## config.mk

```make
export PLATFORM = sky130hd
export DESIGN_NAME = jpeg_mcu_block_sched
export DESIGN_NICKNAME = d
export VERILOG_FILES = /design/src/rtl/jpeg_mcu_block_sched.sv
export SDC_FILE = /design/constraint.sdc
export NUM_CORES = 1
export LEC_CHECK = 0
export CAP_MARGIN = 20
export CORE_ASPECT_RATIO = 0.5
export CORE_MARGIN = 4
export CORE_UTILIZATION = 46
export CTS_CLUSTER_SIZE = 40
export DETAILED_ROUTE_END_ITERATION = 10
export PLACE_DENSITY = 0.95
export SYNTH_ARGS = -nofsm -noshare
export SYNTH_HDL_FRONTEND = slang
export SYNTH_SLANG_ARGS = --single-unit
```

## constraint.sdc

```tcl
create_clock -name clk -period 5.5 [get_ports clk]
set_input_delay 0.825 -clock clk [delete_from_list [all_inputs] [get_ports clk]]
set_output_delay 0.825 -clock clk [all_outputs]
set_load 0.005 [all_outputs]
```

## src/rtl/jpeg_mcu_block_sched.sv

```systemverilog
// Interleaves Y/Cb/Cr Huffman code-word streams into JPEG MCU order behind one
// registered AXI4-Stream output stage. Optional grayscale mode: JPEG_SCHED_GRAY_EN.
module jpeg_mcu_block_sched #(
    parameter int Y_BLOCKS_PER_MCU = 1,
    parameter int MCU_CNT_W        = 16
) (
    input  logic                 clk,
    input  logic                 rst_n,
    input  logic                 start,
    input  logic [MCU_CNT_W-1:0] cfg_mcu_count,
`ifdef JPEG_SCHED_GRAY_EN
    input  logic                 cfg_gray,
`endif
    output logic                 busy,
    output logic                 done,
    input  logic [31:0]          s_y_tdata,
    input  logic                 s_y_tvalid,
    input  logic                 s_y_tlast,
    output logic                 s_y_tready,
    input  logic [31:0]          s_cb_tdata,
    input  logic                 s_cb_tvalid,
    input  logic                 s_cb_tlast,
    output logic                 s_cb_tready,
    input  logic [31:0]          s_cr_tdata,
    input  logic                 s_cr_tvalid,
    input  logic                 s_cr_tlast,
    output logic                 s_cr_tready,
    output logic [31:0]          m_axis_tdata,
    output logic                 m_axis_tvalid,
    output logic                 m_axis_tuser,
    output logic                 m_axis_tlast,
    input  logic                 m_axis_tready
);
    localparam int YBLK_W = 3;
    localparam logic [YBLK_W-1:0] Y_LAST_BLK = YBLK_W'(Y_BLOCKS_PER_MCU - 1);

    typedef enum logic [2:0] {IDLE, SEL_Y, SEL_CB, SEL_CR, FLUSH} state_e;

    state_e               state_q, state_d;
    logic [MCU_CNT_W-1:0] mcu_left_q, mcu_left_d;
    logic [YBLK_W-1:0]    y_blk_q, y_blk_d;
    logic                 first_q, first_d;
    logic                 busy_q, busy_d;
    logic                 done_q, done_d;
    logic [31:0]          tdata_q, tdata_d;
    logic                 tvalid_q, tvalid_d;
    logic                 tuser_q, tuser_d;
    logic                 tlast_q, tlast_d;

    logic                 load;
    logic                 src_valid;
    logic                 src_last;
    logic [31:0]          src_data;
    logic                 hs;
    logic                 mcu_last;
    logic                 gray_mode;

`ifdef JPEG_SCHED_GRAY_EN
    logic gray_q;
    always_ff @(posedge clk or negedge rst_n) begin
        if (!rst_n) begin
            gray_q <= 1'b0;
        end else if (state_q == IDLE && start) begin
            gray_q <= cfg_gray;
        end
    end
    assign gray_mode = gray_q;
`else
    assign gray_mode = 1'b0;
`endif

    // The output register can take a new word whenever it is empty or draining.
    assign load     = !tvalid_q || m_axis_tready;
    assign mcu_last = (mcu_left_q == MCU_CNT_W'(1));
    assign hs       = load && src_valid;

    // NOTE: every combinational output gets a default first so no path leaves it unassigned (no latch).
    always_comb begin
        s_y_tready  = 1'b0;
        s_cb_tready = 1'b0;
        s_cr_tready = 1'b0;
        src_valid   = 1'b0;
        src_last    = 1'b0;
        src_data    = '0;
        unique case (state_q)
            SEL_Y: begin
                s_y_tready = load;
                src_valid  = s_y_tvalid;
                src_last   = s_y_tlast;
                src_data   = s_y_tdata;
            end
            SEL_CB: begin
                s_cb_tready = load;
                src_valid   = s_cb_tvalid;
                src_last    = s_cb_tlast;
                src_data    = s_cb_tdata;
            end
            SEL_CR: begin
                s_cr_tready = load;
                src_valid   = s_cr_tvalid;
                src_last    = s_cr_tlast;
                src_data    = s_cr_tdata;
            end
            default: ;
        endcase
    end

    always_comb begin
        tdata_d    = tdata_q;
        tvalid_d   = tvalid_q;
        tuser_d    = tuser_q;
        tlast_d    = tlast_q;
        first_d    = first_q;
        state_d    = state_q;
        mcu_left_d = mcu_left_q;
        y_blk_d    = y_blk_q;
        busy_d     = busy_q;
        done_d     = 1'b0;

        if (hs) begin
            tdata_d  = src_data;
            tvalid_d = 1'b1;
            tuser_d  = first_q;
            first_d  = 1'b0;
            tlast_d  = src_last && mcu_last &&
                       (state_q == SEL_CR || (state_q == SEL_Y && gray_mode));
        end else if (load) begin
            tvalid_d = 1'b0;
        end

        unique case (state_q)
            IDLE: begin
                if (start) begin
                    mcu_left_d = cfg_mcu_count;
                    first_d    = 1'b1;
                    busy_d     = 1'b1;
                    y_blk_d    = '0;
                    state_d    = (cfg_mcu_count == '0) ? FLUSH : SEL_Y;
                end
            end
            SEL_Y: begin
                if (hs && src_last) begin
                    if (gray_mode) begin
                        // Grayscale MCU is a single Y block; the chroma states are skipped.
                        mcu_left_d = mcu_left_q - MCU_CNT_W'(1);
                        y_blk_d    = '0;
                        state_d    = mcu_last ? FLUSH : SEL_Y;
                    end else begin
                        y_blk_d = y_blk_q + YBLK_W'(1);
                        if (y_blk_q == Y_LAST_BLK) begin
                            state_d = SEL_CB;
                        end
                    end
                end
            end
            SEL_CB: begin
                if (hs && src_last) begin
                    state_d = SEL_CR;
                end
            end
            SEL_CR: begin
                if (hs && src_last) begin
                    mcu_left_d = mcu_left_q - MCU_CNT_W'(1);
                    y_blk_d    = '0;
                    state_d    = mcu_last ? FLUSH : SEL_Y;
                end
            end
            FLUSH: begin
                // Done only once the final word has left the output register.
                if (!tvalid_q || (m_axis_tready && tlast_q)) begin
                    done_d  = 1'b1;
                    busy_d  = 1'b0;
                    state_d = IDLE;
                end
            end
            default: state_d = IDLE;
        endcase
    end

    // NOTE: sequential state uses non-blocking assignments so all registers update together at the edge.
    always_ff @(posedge clk or negedge rst_n) begin
        if (!rst_n) begin
            state_q    <= IDLE;
            mcu_left_q <= '0;
            y_blk_q    <= '0;
            first_q    <= 1'b0;
            busy_q     <= 1'b0;
            done_q     <= 1'b0;
            tdata_q    <= '0;
            tvalid_q   <= 1'b0;
            tuser_q    <= 1'b0;
            tlast_q    <= 1'b0;
        end else begin
            state_q    <= state_d;
            mcu_left_q <= mcu_left_d;
            y_blk_q    <= y_blk_d;
            first_q    <= first_d;
            busy_q     <= busy_d;
            done_q     <= done_d;
            tdata_q    <= tdata_d;
            tvalid_q   <= tvalid_d;
            tuser_q    <= tuser_d;
            tlast_q    <= tlast_d;
        end
    end

    assign busy          = busy_q;
    assign done          = done_q;
    assign m_axis_tdata  = tdata_q;
    assign m_axis_tvalid = tvalid_q;
    assign m_axis_tuser  = tuser_q;
    assign m_axis_tlast  = tlast_q;

endmodule

```

==> impl_metrics.tcl, run 1 <==
set metrics [dict create \
    crit_path_end_kind "output pin" \
    crit_type "reg -> out" \
    post_cts_buffers 0 \
    final_area_um2 5530 \
    finalNetCount 664 \
    setup_viol 0 \
    num_antenna_cells 0 \
    grt_max_degree 68 \
    critPathLaunchType "register" \
    synth_flop_cell "dfrtp_1" \
    fin_tns_setup_ns 0 \
    layout_commonest_cell "clkdlybuf4s50_1" \
    cts_tree "built" \
    leakagePower_nw 2.16 \
    cp_max_fo 53 \
    drive_gt1_share_pct 11.0 \
    wirelength_um 11000 \
    yosysTopAreaCell "dfrtp_1" \
    dieArea_um2 9340 \
    multiInputGateArea_um2 1920 \
    io_pins 162 \
    grt.busiest_layer "met2" \
    hold_ws_ns 0.477 \
    row_count 22 \
    holdPathStages 2 \
    first_pass_iters 5 \
    ff_latch_area_um2 1500 \
    grt_pass1_vias 3584 \
    area_growth_pct 54.5 \
    grt_usage_pct 23.5 \
    grt_use_met3_pct 6.76 \
    rrSetupSlack_ns 2.57 \
    seq_area_frac_synth_pct 41.9 \
    gr-total-overflow 0 \
    grt_pass1_wl_um 17600 \
    place.gp.congestion 0.894 \
    cts-resized-gates 0 \
    via_count 3659 \
    drt-wirelength-per-cell_um 17.3 \
    htree_levels 3 \
    ys_seq_elements 60 \
    drt-initial-drc-count 248 \
    grt_util_met2_pct 42.0 \
    antenna_found_initial 0 \
    min_path_type "reg -> reg" \
    holdPathEnd "m_axis_tdata[29]" \
    drv_slew 0 \
    peakVddDrop_mv 0.234 \
    cts_buffers 9 \
    power_density_nw_per_um2 468 \
    fin_crit_ns 3.94 \
    critical_path_arrival_ns 3.11 \
    clock_path_buffers 2 \
    insertion_delay_ns 0.33 \
    power_mw 2.59 \
    max_slew_margin_pct 28.5 \
    clk_pin_slew_ns 0.05 \
    use_met1_pct 26.4 \
    synth_area_um2 3580 \
    postSynthAreaPerCell_um2 9.04 \
    ys_warn_count 0 \
    die_height_um 70.4 \
    timing.final.crit_share_pct 71.6 \
    synth_cells 396 \
    core_um2 7430 \
    cts.sinks 60 \
    post-route-drc-count 0 \
    mostFrequentLayoutCells "clkdlybuf4s50_1, dfrtp_1, o21ai_1" \
    worst_pin_slew_ns 1.07 \
    hold_buffers 0 \
    detailed_place_hpwl_um 7770 \
    start_util_pct 48.2 \
    synthTopCellsByArea "dfrtp_1, mux2_2, a22oi_1" \
    status "finished clean" \
    fp.dieW_um 133 \
    r2r-end "mcu_left_q[7]" \
    hold_viol 0 \
    synth_nets 522 \
    synth.distinct_cells 50 \
    synth-edff-count 0 \
    rsz0062_at_grt "false" \
    drt-vias-per-instance 5.73 \
    crit_required_ns 4.68 \
    antenna_left 0 \
    root_buffer "clkbuf_16" \
    r2r_cells 5 \
    place_area_um2 5200 \
    min_from "m_axis_tdata[29]" \
    skew_ns 0.00437 \
    fmax_mhz 254 \
    nFillCells 543 \
    drv_cap 0 \
    synth_top_area_share_pct 41.9 \
    numPortBuffers 161 \
    async_flop_share_pct 100 \
    timing.rr.start "state_q[0]" \
]
## through the flow
step | cells | setup WS, ns | util [%]
floorplan | 396 | 3.16 | -
global placement | 622 | 1.97 | 70.0
detailed placement | 622 | 1.91 | 70.0
CTS | 638 | 1.57 | 74.0
global route | 639 | 1.33 | 74.4
finish | 639 | 1.56 | 74.4
## logic make-up after synthesis
family,count (synthesis),share of synthesized area (%)
adder cells (fa/ha/maj),4,1.40
AO/OA/AOI/OAI,138,24.6
AND/OR/NAND/NOR,116,16.0
flip-flops,60,41.9
buffers and inverters,41,4.47
multiplexers,37,11.6
## cell type report
type,instances,area share [%]
multi-input combinational,295,34.8
timing repair buffer,165,30.0
sequential,60,27.2
clock buffer,16,5.45
tap,96,2.17
inverter,7,0.475
## power breakdown
group | total (mW) | internal [mW] | leakage, nW | switching (mW)
registers | 0.807 | 0.614 | 0.753 | 0.192
logic | 1.23 | 0.641 | 1.26 | 0.588
clock network | 0.549 | 0.366 | 0.149 | 0.183
total | 2.59 | 1.62 | 2.16 | 0.964
## Yosys cell counts, drive strengths merged (3+ instances only)
cell type / count
a21oi: 21
a22o: 3
a22oi: 36
and2: 3
buf: 11
clkbuf: 23
dfrtp: 60
ha: 4
inv: 7
mux2: 35
nand2: 48
nand2b: 3
nand3: 9
nor2: 16
nor2b: 4
nor3: 11
nor4: 7
o21ai: 55
o2bb2ai: 4
o32ai: 3
or4: 3
## routing by layer
metal | wire [µm] | part of all wire [%]
met1 | 4260 | 39
met2 | 5790 | 53
met3 | 625 | 5.7
met4 | 354 | 3.2
met5 | 0 | 0
## flip-flops by register name, summed over array words and instances, names as in the netlist
register       count
done               1
y_blk_q            3
m_axis_tuser       1
state_q            3
m_axis_tvalid      1
m_axis_tlast       1
m_axis_tdata      32
first_q            1
busy               1
mcu_left_q        16
## critical path, cell delays in order (launching register included)
cell and delay, ns:
dfrtp_2 1.07, nand3b_1 0.87, nor2_1 0.29, clkdlybuf4s50_1 0.54
## worst max-delay path by stage
| stage | slack [ns] | start | cells after the start | to |
|---|---|---|---|---|
| 6_report | 1.56 | state_q[0] | 3 | s_cr_tready |
| 5_1_grt | 1.33 | state_q[0] | 3 | s_cr_tready |
| 4_1_cts | 1.57 | state_q[0] | 3 | s_cr_tready |
| 3_5_place_dp | 1.91 | state_q[0] | 3 | s_cr_tready |
| 3_3_place_gp | 1.97 | state_q[0] | 3 | s_cr_tready |
| 2_1_floorplan | 3.16 | m_axis_tready | 5 | state_q[0] |
No activity file was read; power rests on OpenSTA's default activity.
==> inputs of run 2 (changes only) <==
--- a/config.mk
+++ b/config.mk
@@ -8,10 +8,10 @@
 export CAP_MARGIN = 20
 export CORE_ASPECT_RATIO = 0.5
 export CORE_MARGIN = 4
-export CORE_UTILIZATION = 46
+export CORE_UTILIZATION = 42
 export CTS_CLUSTER_SIZE = 40
 export DETAILED_ROUTE_END_ITERATION = 10
-export PLACE_DENSITY = 0.95
+export PLACE_DENSITY = 0.89
 export SYNTH_ARGS = -nofsm -noshare
 export SYNTH_HDL_FRONTEND = slang
 export SYNTH_SLANG_ARGS = --single-unit
==> constraint.sdc (replaced) <==
create_clock -name clk -period 4.05 [get_ports clk]
set_input_delay 0.6075 -clock clk [delete_from_list [all_inputs] [get_ports clk]]
set_output_delay 0.6075 -clock clk [all_outputs]
set_load 0.005 [all_outputs]
==> run 2 against run 1 <==
  * Clock power up 29%
  * Via count decreased by 0.66%
  * Clock-buffer cell count decreased by 1
  * Critical path depth up 1
  * Utilization is 6.4 points lower
  * Largest power group unchanged
  * Highest routed layer unchanged
==> impl_metrics.tcl, run 2 (synthesis results as in run 1) <==
set metrics [dict create \
    grt_usage_pct 21.7 \
    start_util_pct 44.0 \
    skew_ns 0.00732 \
    gr-total-overflow 0 \
    min_path_type "in -> async" \
    cp_max_fo 13 \
    finalNonFillerCells 657 \
    drv_slew 0 \
    worst_pin_slew_ns 1.08 \
    grt_pass1_vias 3656 \
    crit_required_ns 3.44 \
    rrSetupSlack_ns 1.37 \
    power_mw 3.46 \
    path_cells "nor2b_1 > nand2_1 > nor2_1 > clkdlybuf4s50_1" \
    critPathLaunchType "register" \
    peakVddDrop_mv 0.368 \
    timing.rr.start "state_q[1]" \
    drv_cap 0 \
    post-route-drc-count 0 \
    setup_viol 0 \
    grt_max_degree 68 \
    fp.dieW_um 139 \
    cts-resized-gates 0 \
    cts_tree "built" \
    root_buffer "clkbuf_16" \
    largest_reg_flops 32 \
    place.gp.congestion 0.860 \
    setup_slack_ns 1.35 \
    die_height_um 73.3 \
    dieArea_um2 10200 \
    critical-path-slowest-cell "dfrtp_1" \
    critPathBufInv 1 \
    critical_path_arrival_ns 2.09 \
    clk_pin_slew_ns 0.05 \
    mostFrequentLayoutCells "clkdlybuf4s50_1, dfrtp_1, o21ai_1" \
    r2r-end "mcu_left_q[2]" \
    area_growth_pct 54.7 \
    cts_buffers 9 \
    status "finished clean" \
    crit_path_end_kind "output pin" \
    fmax_mhz 371 \
    hold_ws_ns 0.347 \
    antenna_found_initial 0 \
    cp_top_family "simple AND/OR/NAND/NOR gates" \
    fin_util_pct 68.0 \
    grt_pass1_wl_um 17800 \
    timing.final.crit_share_pct 66.6 \
    fin_crit_ns 2.70 \
    cts.sinks 60 \
    hold_buffers 0 \
    r2r_cells 6 \
    post_cts_buffers 0 \
    power_density_nw_per_um2 625 \
    wirelength_um 11000 \
    rsz0062_at_grt "false" \
    via_count 3635 \
    first_pass_iters 5 \
    drt-vias-per-instance 5.53 \
    max_stage_delay_ns 0.59 \
    detailed_place_hpwl_um 8230 \
    max_slew_margin_pct 27.3 \
    clock_path_buffers 2 \
    numPortBuffers 161 \
    core_um2 8140 \
    drt-wirelength-per-cell_um 16.7 \
    io_pins 162 \
    fin_tns_setup_ns 0 \
    post-place-ws_ns 1.11 \
    leakagePower_nw 2.16 \
    antenna_left 0 \
    crit_type "reg -> out" \
    place_area_um2 5240 \
    hold_viol 0 \
    nFillCells 661 \
    row_count 23 \
    num_antenna_cells 0 \
    htree_levels 3 \
    layout_commonest_cell "clkdlybuf4s50_1" \
    drive_gt1_share_pct 11.2 \
    final_area_um2 5540 \
    insertion_delay_ns 0.32 \
    drt-initial-drc-count 198 \
    finalNetCount 666 \
    placed_cells 640 \
]
==> run 2: cell types whose count changed in the layout (fill, tap and decap cells not counted) <==
cell,previous run,this run
buf_12,0,1
buf_16,1,0
buf_4,3,5
clkbuf_1,2,3
clkbuf_8,5,3
clkinv_2,0,1
==> run 2: layout make-up <==
type,count,area [µm²],share of cell area (%)
inverters,7,26.3,0.474
well taps,112,140,2.53
clock buffers,15,278,5.02
repair buffers,167,1660,30.0
flip-flops and latches,60,1500,27.1
multi-input cells,295,1920,34.7
clock inverters,1,5.00,0.0904
==> run 2: routing by layer <==
layer	global-route usage, %	wire [µm]	vias to the layer above
met5	0	0	-
met4	7.12	207	0
met3	5.07	590	15
met2	39.9	5910	127
met1	25.7	4250	1742
li1	-	-	1751
==> run 2: where the power goes <==
part | leakage [nW] | internal [mW] | total, mW | switching [mW]
combinational | 1.27 | 0.869 | 1.69 | 0.817
clock | 0.140 | 0.463 | 0.706 | 0.243
sequential | 0.753 | 0.835 | 1.07 | 0.237
total | 2.16 | 2.17 | 3.46 | 1.30
==> run 2: worst max-delay path by stage <==
stage,to,startpoint,slack (ns),cells after the start
6_report,s_cb_tready,state_q[1],1.35,4
5_1_grt,mcu_left_q[14],state_q[1],1.20,6
4_1_cts,m_axis_tuser,state_q[0],1.31,4
3_5_place_dp,m_axis_tuser,m_axis_tready,1.11,5
3_3_place_gp,m_axis_tuser,m_axis_tready,1.22,5
2_1_floorplan,state_q[0],m_axis_tready,1.93,5
